File: src/rtl/adc_spi3w_master.sv
// adc_spi3w_master: 3-wire SPI master driving a bidirectional SDIO pad for ADC register access
module adc_spi3w_master #(
  parameter int CLK_DIV = 4,
  parameter int ADDR_W  = 15,
  parameter int DATA_W  = 8
) (
  input  logic              clk,
  input  logic              reset_n,
  input  logic              cmd_valid,
  output logic              cmd_ready,
  input  logic              cmd_rw,
  input  logic [ADDR_W-1:0] cmd_addr,
  input  logic [DATA_W-1:0] cmd_wdata,
  output logic              rsp_valid,
  output logic [DATA_W-1:0] rsp_rdata,
  output logic              busy,
  output logic              sclk,
  output logic              csb,
  output logic              sdio_d,
  output logic              sdio_e,
  input  logic              sdio_y
);
  localparam int FW = 1 + ADDR_W + DATA_W;
  localparam int BW = $clog2(FW);
  localparam logic [8:0] HALF_END = 9'(CLK_DIV - 1);
  localparam logic [8:0] GAP_END = 9'(2 * CLK_DIV - 1);
  localparam logic [BW-1:0] LAST_BIT = BW'(FW - 1);
  localparam logic [BW-1:0] LAST_INST = BW'(ADDR_W);
  typedef enum logic [1:0] {IDLE, SHIFT, HOLD, GAP} state_t;
  state_t state;
  logic [8:0] cnt;
  logic half;
  logic [BW-1:0] bit_cnt;
  logic [FW-1:0] sh;
  logic [DATA_W-1:0] rd;
  logic rw;
  logic half_done;
  assign half_done = cnt == HALF_END;
  // frame sequencer: accept, shift out/in MSB first, hold, then enforce the CS gap
  always_ff @(posedge clk or negedge reset_n) begin
    if (!reset_n) begin
      state <= IDLE;
      cnt <= '0;
      half <= 1'b0;
      bit_cnt <= '0;
      sh <= '0;
      rd <= '0;
      rw <= 1'b0;
      cmd_ready <= 1'b0;
      rsp_valid <= 1'b0;
      rsp_rdata <= '0;
      busy <= 1'b0;
      sclk <= 1'b0;
      csb <= 1'b1;
      sdio_d <= 1'b0;
      sdio_e <= 1'b0;
    end else begin
      rsp_valid <= 1'b0;
      case (state)
        IDLE: begin
          if (cmd_valid && cmd_ready) begin
            state <= SHIFT;
            cmd_ready <= 1'b0;
            busy <= 1'b1;
            csb <= 1'b0;
            sdio_e <= 1'b1;
            sdio_d <= cmd_rw;
            sh <= {cmd_addr, cmd_wdata, 1'b0};
            rw <= cmd_rw;
            cnt <= '0;
            half <= 1'b0;
            bit_cnt <= '0;
          end else begin
            cmd_ready <= 1'b1;
          end
        end
        SHIFT: begin
          if (!half_done) begin
            cnt <= cnt + 9'd1;
          end else begin
            cnt <= '0;
            half <= ~half;
            sclk <= ~half;
            if (half) begin
              if (rw && bit_cnt > LAST_INST) rd <= {rd[DATA_W-2:0], sdio_y};
              if (bit_cnt == LAST_BIT) begin
                state <= HOLD;
                sdio_e <= 1'b0;
                sdio_d <= 1'b0;
              end else begin
                bit_cnt <= bit_cnt + 1'b1;
                sdio_d <= sh[FW-1];
                sh <= {sh[FW-2:0], 1'b0};
                if (rw && bit_cnt == LAST_INST) sdio_e <= 1'b0;
              end
            end
          end
        end
        HOLD: begin
          if (!half_done) begin
            cnt <= cnt + 9'd1;
          end else begin
            cnt <= '0;
            state <= GAP;
            csb <= 1'b1;
            rsp_valid <= 1'b1;
            rsp_rdata <= rw ? rd : '0;
          end
        end
        GAP: begin
          if (cnt != GAP_END) begin
            cnt <= cnt + 9'd1;
          end else begin
            cnt <= '0;
            state <= IDLE;
            busy <= 1'b0;
            cmd_ready <= 1'b1;
          end
        end
        default: state <= IDLE;
      endcase
    end
  end
endmodule
File: config.mk
export PLATFORM = sky130hd
export DESIGN_NAME = adc_spi3w_master
export DESIGN_NICKNAME = d
export VERILOG_FILES = /design/src/rtl/adc_spi3w_master.sv
export SDC_FILE = /design/constraint.sdc
export NUM_CORES = 1
export LEC_CHECK = 0
export CELL_PAD_IN_SITES_DETAIL_PLACEMENT = 1
export CELL_PAD_IN_SITES_GLOBAL_PLACEMENT = 1
export CORE_UTILIZATION = 43
export CTS_CLUSTER_SIZE = 12
export DETAILED_ROUTE_END_ITERATION = 16
export HOLD_SLACK_MARGIN = 0.02
export PLACE_DENSITY = 0.9
export SLEW_MARGIN = 20
export SYNTH_ARGS = -nofsm -noshare
export SYNTH_HDL_FRONTEND = slang
export SYNTH_SLANG_ARGS = --single-unit
File: constraint.sdc
create_clock -name clk -period 4.6 [get_ports clk]
set_input_delay 0.92 -clock clk [delete_from_list [all_inputs] [get_ports clk]]
set_output_delay 0.92 -clock clk [all_outputs]
set_load 0.005 [all_outputs]
* Yosys cells after proc, flatten, opt, wreduce, memory -nomap -nowiden *
Index checks and enable logic that the tools add are counted.

word-level totals
  bits in registers = 65
  bits in latches = 0
  RAM bits = 0
  ROM bits = 0
  output and inout bits = 15
  logic and storage cells = 99
  memories = 0

operators by class
  add/subtract/negate cells = 2
  $mul = 0
  div/mod/pow operators = 0
  magnitude comparators = 1
  eq/ne operators = 15
  shift operators = 0
  multiplexer cells = 45
  bitwise logic cells = 1
  reduce and logical (&&, ||, !) cells = 20

operators with widths
  kind                                           number
  two-way mux 24 bit                             4
  one-hot mux 24 bit (2 select lines)            1
  two-way mux 9 bit                              3
  one-hot mux 9 bit (3 select lines)             1
  two-way mux 5 bit                              4
  two-way mux 1 bit                              17
  != test 2 bit, second input constant           7
  two-way mux 2 bit                              6
  one-hot mux 1 bit (2 select lines)             6
  one-hot mux 5 bit (2 select lines)             1
  AND reduction 5 bit                            2
  adder 9 x 1 -> 9 bit, second input constant    1
  == test 9 x 2 -> 1 bit, second input constant  1
  != test 9 x 3 -> 1 bit, second input constant  1
  AND reduction 3 bit                            3
  two-way mux 8 bit                              1
  one-hot mux 2 bit (4 select lines)             1
  AND reduction 2 bit                            4
  AND reduction 4 bit                            2
  AND reduction 6 bit                            1
  nonzero test 2 bit                             3
  adder 5 x 1 -> 5 bit, second input constant    1
  == test 5 x 4 -> 1 bit, second input constant  1
  == test 5 bit, second input constant           1
  other kinds (8)                                11

* Logic depth before layout (Yosys ltp) *
Gate-level depths: netlist (run 1).

  depth after elaboration = 7
  depth in mapped cells = 9
  gate-level depth less buffers = 7

* Worst setup path after synthesis (run 1) *
OpenSTA, ideal clock, no wires.

  path kind = flip-flop to flip-flop
  start point = reg cnt[3]
  end point = reg rd[0]
  library setup time = 0.125 ns
  arrival time = 2.077 ns
  data required time = 4.475 ns
  setup slack = 2.398 ns
  stages on the path, launching flop included = 6
  period minus slack after synthesis = 2.202 ns
  cells stage by stage = dfrtp_1 -> or4_1 -> buf_6 -> nor3_4 -> nor4b_4 -> mux2_2

between the ends
  word-level cells in the longest chain between the ends = 2

ends and longest elaborated chain
  element                        RTL line  text
  start, declared                31        logic [8:0] cnt;
  start signal, assigned         79        cnt <= cnt + 9'd1;
  start signal, assigned         101       cnt <= cnt + 9'd1;
  start signal, assigned         112       cnt <= cnt + 9'd1;
  == test 9 x 2 -> 1 bit         38        assign half_done = cnt == HALF_END;
  AND reduction 4 bit (no line)  -
  end signal, assigned           85        if (rw && bit_cnt > LAST_INST) rd <= {rd[DATA_W-2:0], sdio_y};
  end, declared                  35        logic [DATA_W-1:0] rd;

No other way between the ends.
A chain may end at the register's enable or synchronous reset.

* Worst setup path after layout (run 1) *
  start point = reg state[1]
  end point = reg sh[3]

between the ends
  word-level cells in the longest chain between the ends = 3

ends and longest elaborated chain
  element                                                               RTL line  text
  start, declared                                                       30        state_t state;
  start signal, assigned                                                42        state <= IDLE;
  start signal, assigned                                                62        state <= SHIFT;
  start signal, assigned                                                87        state <= HOLD;
  == test 2 x 1 -> 1 bit / zero test 2 bit (equally long branches)      59        case (state)
  != test 2 bit (no line) / nonzero test 2 bit (equally long branches)  -
  AND reduction 5 bit (no line)                                         -
  end signal, assigned                                                  68        sh <= {cmd_addr, cmd_wdata, 1'b0};
  end signal, assigned                                                  93        sh <= {sh[FW-2:0], 1'b0};
  end, declared                                                         34        logic [FW-1:0] sh;

Several ways; a longest one is shown, not always the timed one.

==> impl_metrics.py, run 1 <==
metrics = {
    "outcome": {
        "run_status": "finished, final reports clean",
    },
    "finish": {
        "fillCellCount": 790,
        "num_antenna_cells": 0,
        "mostFrequentLayoutCell": "dfrtp_1",
        "final_cell_mix": "63 x dfrtp_1, 47 x o22ai_1, 41 x clkdlybuf4s50_1",
        "layout-drive-gt1-share_pct": 10.11,
        "areaGrowthSynthToFinish_pct": 22.52,
        "final_nets": 387,
    },
    "placed_design": {
        "dp_hpwl_um": 5524,
        "place_congestion": 0.7881,
        "io_buffer_count": 42,
        "pre_cts_ws_ns": 0.9251,
    },
    "critical_path": {
        "timing.critical_path.fanout_max": 32,
        "cpMaxStageDelayCell": "nand2_1",
        "critical_path_class": "register to register",
        "arrival_ns": 3.51,
        "worst_path_most_repeated_cell": "inv_1",
        "data_required_critical_path_ns": 4.82,
        "critPathCaptureType": "register",
        "max_stage_delay_ns": 0.73,
        "path_cells": "inv_1 -> ha_1 -> buf_4 -> inv_1 -> o21ai_4 -> nand2_1 -> o22ai_1 -> a21oi_1",
        "start_kind": "register",
    },
    "clock_network": {
        "cts_resized": 0,
        "root_buffer": "clkbuf_8",
        "cts.path.max_buffers": 2,
        "clock_latency_late_sink_ns": 0.36,
        "clock-sinks": 64,
        "clk_pin_slew_worst_paths_ns": 0.08,
        "cts_inserted_buffers": 9,
        "tritoncts": "done",
        "post-cts-setup-buffer-count": 0,
        "cts.htree.levels": 3,
        "cts_hold_repair.buffers": 0,
    },
    "route": {
        "vias": 2680,
        "firstDrtPassIters": 4,
        "drc": 0,
        "wire_length_reported_by_the_detailed_router_um": 8193,
        "via_per_inst": 5.929,
        "drtAntennaViolNets": 0,
        "first_iter_violations": 96,
        "routedWlPerCell_um": 18.13,
    },
    "power": {
        "leakagePower_nw": 1.542,
        "power.density_mw_per_mm2": 290.5,
        "power.ir.vdd_worst_mv": 0.1695,
    },
    "logic_synthesis": {
        "synth.largest_area_cell": "dfrtp_1",
        "synth_enable_flop_cells": 0,
        "ys.flop_type": "dfrtp_1",
        "yosysWarnings": 0,
        "synthesis.nets": 349,
        "synth_area_mm2": 0.003123,
        "synthDistinctLibCells": 45,
        "yosys.area.top_type_share_pct": 50.48,
        "synthesis.area_per_instance_um2": 9.978,
        "largest_family_of_logic_cells_by_synthesized_area": "compound AO/OA/AOI/OAI gates",
        "ys_ff_latch": 64,
        "synth-compound-area-share_pct": 22.64,
        "postSynth.asyncResetShare_pct": 100.0,
        "synth.mux.area_fraction_pct": 4.527,
        "synthTopCellsByArea": "dfrtp_1 50%, o22ai_1 9.4%, a21oi_1 4.6%",
        "ys_seq_area_share_pct": 51.32,
        "synth_cells": 313,
        "synth-simple-area-share_pct": 14.50,
        "synth_adder_area_share_pct": 3.205,
        "parity_gate_share_of_the_synthesized_area_counting_xor_and_xnor_cells_pct": 0,
    },
    "timing": {
        "max_transition_viols_final": 0,
        "unrepaired_setup_endpoints_after_global_routing": "false",
        "final.setup.worst_slack_ns": 1.308,
        "setup_tns_ns": 0,
        "finalHoldViolations": 0,
        "final_critical_path_time_including_i_o_delays_and_setup_ns": 3.292,
        "finalCritPeriodShare_pct": 71.56,
        "final.setup_skew_ns": 0.01307,
        "fmax_mhz": 303.8,
        "fin_worst_hold_slack_ns": 0.4820,
        "timing.max_slew.rel_slack_pct": 38.49,
        "worst_pin_slew_ns": 0.9226,
        "finalSetupViolCount": 0,
    },
    "grt": {
        "grt_first_pass_wirelength_um": 13790,
        "grt_antenna_before_repair": 0,
        "globalRouteOverflowTotal": 0,
        "grt_max_degree": 39,
        "globalRouteTotalUtil_pct": 23.65,
        "first_global_vias": 2872,
    },
    "floorplan": {
        "initial_core_util_pct": 45.22,
        "chipHeight_um": 87.22,
        "design.core.area_mm2": 0.006907,
        "num_rows": 30,
        "die_w_um": 87.22,
        "boundaryPins": 43,
        "floorplan.die_area_mm2": 0.007607,
    },
    "min_path": {
        "holdCritPathClass": "register to register",
    },
    "flow_run": {
        "maxCapViolCount": 0,
    },
}
==> area by class of cell <==
cell class / count / area, µm² / area share [%]
sequential: 64 / 1603 / 41.89
multi-input combinational: 221 / 1421 / 37.15
timing repair buffer: 45 / 437.9 / 11.45
clock buffer: 10 / 137.6 / 3.597
tap: 96 / 120.1 / 3.139
clock inverter: 6 / 68.82 / 1.799
inverter: 10 / 37.54 / 0.9810
==> final timing paths <==
| check | from | endpoint | slack, ns | cells past startpoint |
|---|---|---|---|---|
| max | state[1]$_DFFE_PN0P_ | sh[3]$_DFFE_PN0P_ | 1.31 | 8 |
| min | rsp_rdata[6]$_DFFE_PN0P_ | rsp_rdata[6]$_DFFE_PN0P_ | 0.48 | 2 |
| max reg2reg | state[1]$_DFFE_PN0P_ | sh[3]$_DFFE_PN0P_ | 1.31 | 8 |
| min reg2reg | rsp_rdata[6]$_DFFE_PN0P_ | rsp_rdata[6]$_DFFE_PN0P_ | 0.48 | 2 |
| max in group asynchronous | reset_n | bit_cnt[0]$_DFFE_PN0P_ | 3.04 | 2 |
| min in group asynchronous | reset_n | cnt[3]$_DFFE_PN0P_ | 0.67 | 1 |
==> critical path: cells and delay by family, from the launching register on <==
family	cells	cell delay [ns]
AO/OA/AOI/OAI	3	1.11
AND/OR/NAND/NOR	1	0.73
buffers and inverters	3	0.70
flip-flops	1	0.42
adder cells (fa/ha/maj)	1	0.17
==> synth_stat cells, types with 2 or more instances <==
cell type  instances
ha_1               8
or3_1              6
a211oi_1           2
buf_2              2
inv_1             10
o31ai_1            3
or2_2              2
nand3_1           16
dfrtp_1           63
o22ai_1           47
o21ai_0           16
nand4_1            2
mux2i_1            4
mux2_2             9
nor4_1             2
a221oi_1           2
a21oi_1           29
nand2_1           37
a21o_1             5
and2_1             2
clkbuf_1          14
nor2_1             6
a22o_1             4
==> cells by family (layout without fill, tap and decap cells) <==
group / Yosys count / in the layout
AOI/OAI and AO/OA: 115 / 115
adders and majority gates: 8 / 8
buffers and inverters: 28 / 71
DFF: 64 / 64
muxes: 13 / 13
and+or+nand+nor: 85 / 85
==> layer usage <==
| layer | GRT usage [%] | share of wire, % | vias up |
|---|---|---|---|
| li1 | - | - | 1257 |
| met1 | 29.88 | 45 | 1355 |
| met2 | 39.51 | 50 | 56 |
| met3 | 5.972 | 3.2 | 12 |
| met4 | 8.346 | 1.3 | 0 |
| met5 | 0 | 0 | - |
==> through the flow <==
stage	std cells	power, W	instance area [µm²]	util (%)
after global routing	452	0.001140	3826	55.40
after floorplan	313	0.0005748	3123	-
after global placement	436	0.0006105	3612	52.30
final	452	0.001111	3826	55.40
after CTS	452	0.001116	3819	55.29
after detailed placement	436	0.0006116	3612	52.30
==> power by group <==
part           total [W]  switching [W]  internal [W]
Clock           0.000512       0.000245      0.000267
Combinational  0.0000372      0.0000160     0.0000212
Sequential      0.000562              0      0.000562
==> registers in the layout (all words and copies together), names as in the netlist <==
name	flops
state	2
busy	1
half	1
rsp_rdata	8
rsp_valid	1
cnt	9
cmd_ready	1
rd	8
sh	23
bit_cnt	5
sclk	1
sdio_d	1
sdio_e	1
csb	1
rw	1
Note: power is estimated with default switching activity, not from simulation.
==> inputs of run 2 (changes only) <==
- CORE_UTILIZATION: 43 -> 38
- PLACE_DENSITY: 0.9 -> 0.85
- clock period: 4.6 -> 2.8 ns (I/O delays scaled with it)
==> run 2 against run 1 <==
Global-route usage is 3.5 points lower. Worst setup slack worse by 1.1 ns. Die area is 13% higher. Wire length down 3.1%. Largest cell class unchanged. Critical endpoint is now state[1]$_DFFE_PN0P_. Critical path depth is 3 lower.
==> impl_metrics.py, run 2 (synthesis gave the netlist of run 1 again) <==
metrics = {
    "outcome": {
        "run_status": "finished, final reports clean",
    },
    "floorplan": {
        "die_w_um": 92.66,
        "num_rows": 32,
        "floorplan.die_area_mm2": 0.008585,
        "chipHeight_um": 92.66,
        "boundaryPins": 43,
        "initial_core_util_pct": 39.80,
        "design.core.area_mm2": 0.007848,
    },
    "clock_network": {
        "cts_hold_repair.buffers": 0,
        "clk_pin_slew_worst_paths_ns": 0.08,
        "cts_inserted_buffers": 9,
        "cts.htree.levels": 3,
        "clock-sinks": 64,
        "cts_resized": 0,
        "clock_latency_late_sink_ns": 0.34,
        "cts.path.max_buffers": 2,
        "tritoncts": "done",
        "root_buffer": "clkbuf_8",
        "post-cts-setup-buffer-count": 0,
    },
    "finish": {
        "mostFrequentLayoutCell": "dfrtp_1",
        "biggestRegsByFlops": "sh (23), cnt (9)",
        "areaGrowthSynthToFinish_pct": 25.96,
        "regMostFlops": "sh",
        "final_nets": 393,
        "final_cell_mix": "63 x dfrtp_1, 47 x o22ai_1, 41 x clkdlybuf4s50_1",
        "layout-drive-gt1-share_pct": 11.60,
        "num_antenna_cells": 0,
        "max_reg_flops": 23,
    },
    "critical_path": {
        "timing.critical_path.fanout_max": 7,
        "critPathCaptureType": "register",
        "arrival_ns": 2.88,
        "worst_case_register_to_register_setup_slack_ns": 0.17,
        "start_kind": "register",
        "critical_path_class": "register to register",
        "r2r-end": "state[1]$_DFFE_PN0P_",
        "data_required_critical_path_ns": 3.05,
        "crit_path_end": "state[1]$_DFFE_PN0P_",
        "critical_path.startpoint": "cnt[3]$_DFFE_PN0P_",
        "reg_to_reg_startpoint": "cnt[3]$_DFFE_PN0P_",
        "reg2reg_depth": 5,
    },
    "power": {
        "leakagePower_nw": 1.593,
        "power_w": 0.001961,
        "power.combinational.fraction_pct": 3.2,
        "share_seq_of_total_power_pct": 47.1,
        "power.share.clock_pct": 49.7,
        "internal-power_w": 0.001553,
        "total_switching_power_w": 0.0004082,
        "power.density_mw_per_mm2": 498.5,
        "power.ir.vdd_worst_mv": 0.2453,
        "switching_share_pct": 20.81,
    },
    "placed_design": {
        "dp_hpwl_um": 5368,
        "place_congestion": 0.8206,
        "io_buffer_count": 42,
    },
    "route": {
        "first_iter_violations": 101,
        "drc": 0,
        "firstDrtPassIters": 4,
        "via_per_inst": 5.735,
        "drtAntennaViolNets": 0,
        "vias": 2661,
        "wire_length_reported_by_the_detailed_router_um": 7939,
        "routedWlPerCell_um": 17.11,
    },
    "timing": {
        "unrepaired_setup_endpoints_after_global_routing": "false",
        "fmax_mhz": 379.6,
        "max_transition_viols_final": 0,
        "finalCritPeriodShare_pct": 94.08,
        "finalHoldViolations": 0,
        "setup_tns_ns": 0,
        "final_critical_path_time_including_i_o_delays_and_setup_ns": 2.634,
        "finalSetupViolCount": 0,
        "worst_pin_slew_ns": 0.7598,
        "final.setup_skew_ns": 0.01189,
        "fin_worst_hold_slack_ns": 0.2812,
        "timing.max_slew.rel_slack_pct": 49.35,
    },
    "grt": {
        "grt_max_degree": 36,
        "grt_antenna_before_repair": 0,
        "globalRouteOverflowTotal": 0,
        "grt_first_pass_wirelength_um": 13590,
        "first_global_vias": 2723,
        "globalRouteTotalUtil_pct": 20.12,
    },
    "flow_run": {
        "maxCapViolCount": 0,
    },
    "min_path": {
        "holdCritPathClass": "input pin to asynchronous set/reset pin",
    },
}
## run 2: changes by cell type in the layout (fill, tap and decap cells not counted), sizes merged
cell and delta:
clkbuf -1, bufinv +2, clkinv -1, buf +6
## run 2: area by class of cell
cell class / count / area (µm²)
tap: 102 / 127.6
clock inverter: 7 / 120.1
multi-input combinational: 221 / 1414
timing repair buffer: 51 / 508.0
fill: 876 / 3914
sequential: 64 / 1603
inverter: 10 / 37.54
clock buffer: 9 / 123.9
## run 2: routing by layer
layer	vias to the layer above	share of wire, %	global-route usage [%]
met3	10	2.5	2.874
met5	-	0	0
met4	0	1.5	8.077
met2	49	49	32.90
met1	1339	47	26.90
li1	1263	-	-
## run 2: per-stage QoR
stage,area (µm²),setup WS [ns],instances,utilization (%)
after floorplan,3123,0.5981,313,-
after global placement,3690,0.3859,448,47.02
after detailed placement,3690,0.2474,448,47.02
after CTS,3934,0.1653,464,50.13
after global routing,3934,0.03239,464,50.13
final,3934,0.1658,464,50.13
## run 2: power groups by stage
stage / registers [W] / clock network (W) / logic, W
4_1_cts: 0.000924 / 0.000994 / 0.0000648
6_report: 0.000924 / 0.000974 / 0.0000629
3_3_place_gp: 0.000942 / 0 / 0.0000637
5_1_grt: 0.000923 / 0.00103 / 0.0000699
2_1_floorplan: 0.000942 / 0 / 0.00000225
3_5_place_dp: 0.000942 / 0 / 0.0000648
## run 2: critical path, stage by stage (launching register included)
cell and delay (ns):
dfrtp_1 0.44, or4_1 0.74, nor4_1 0.43, o21ai_0 0.13
a211oi_1 0.48, mux2i_1 0.31
## run 2: worst min-delay path by stage
stage | start | endpoint | slack, ns | cells after the start
CTS | reset_n | cnt[6]$_DFFE_PN0P_ | 0.30 | 1
floorplan | reset_n | bit_cnt[0]$_DFFE_PN0P_ | 0.26 | 0
finish | reset_n | cnt[7]$_DFFE_PN0P_ | 0.28 | 1
global placement | rsp_rdata[4]$_DFFE_PN0P_ | rsp_rdata[4]$_DFFE_PN0P_ | 0.45 | 2
global route | reset_n | cnt[7]$_DFFE_PN0P_ | 0.33 | 1
detailed placement | rsp_rdata[6]$_DFFE_PN0P_ | rsp_rdata[6]$_DFFE_PN0P_ | 0.46 | 2
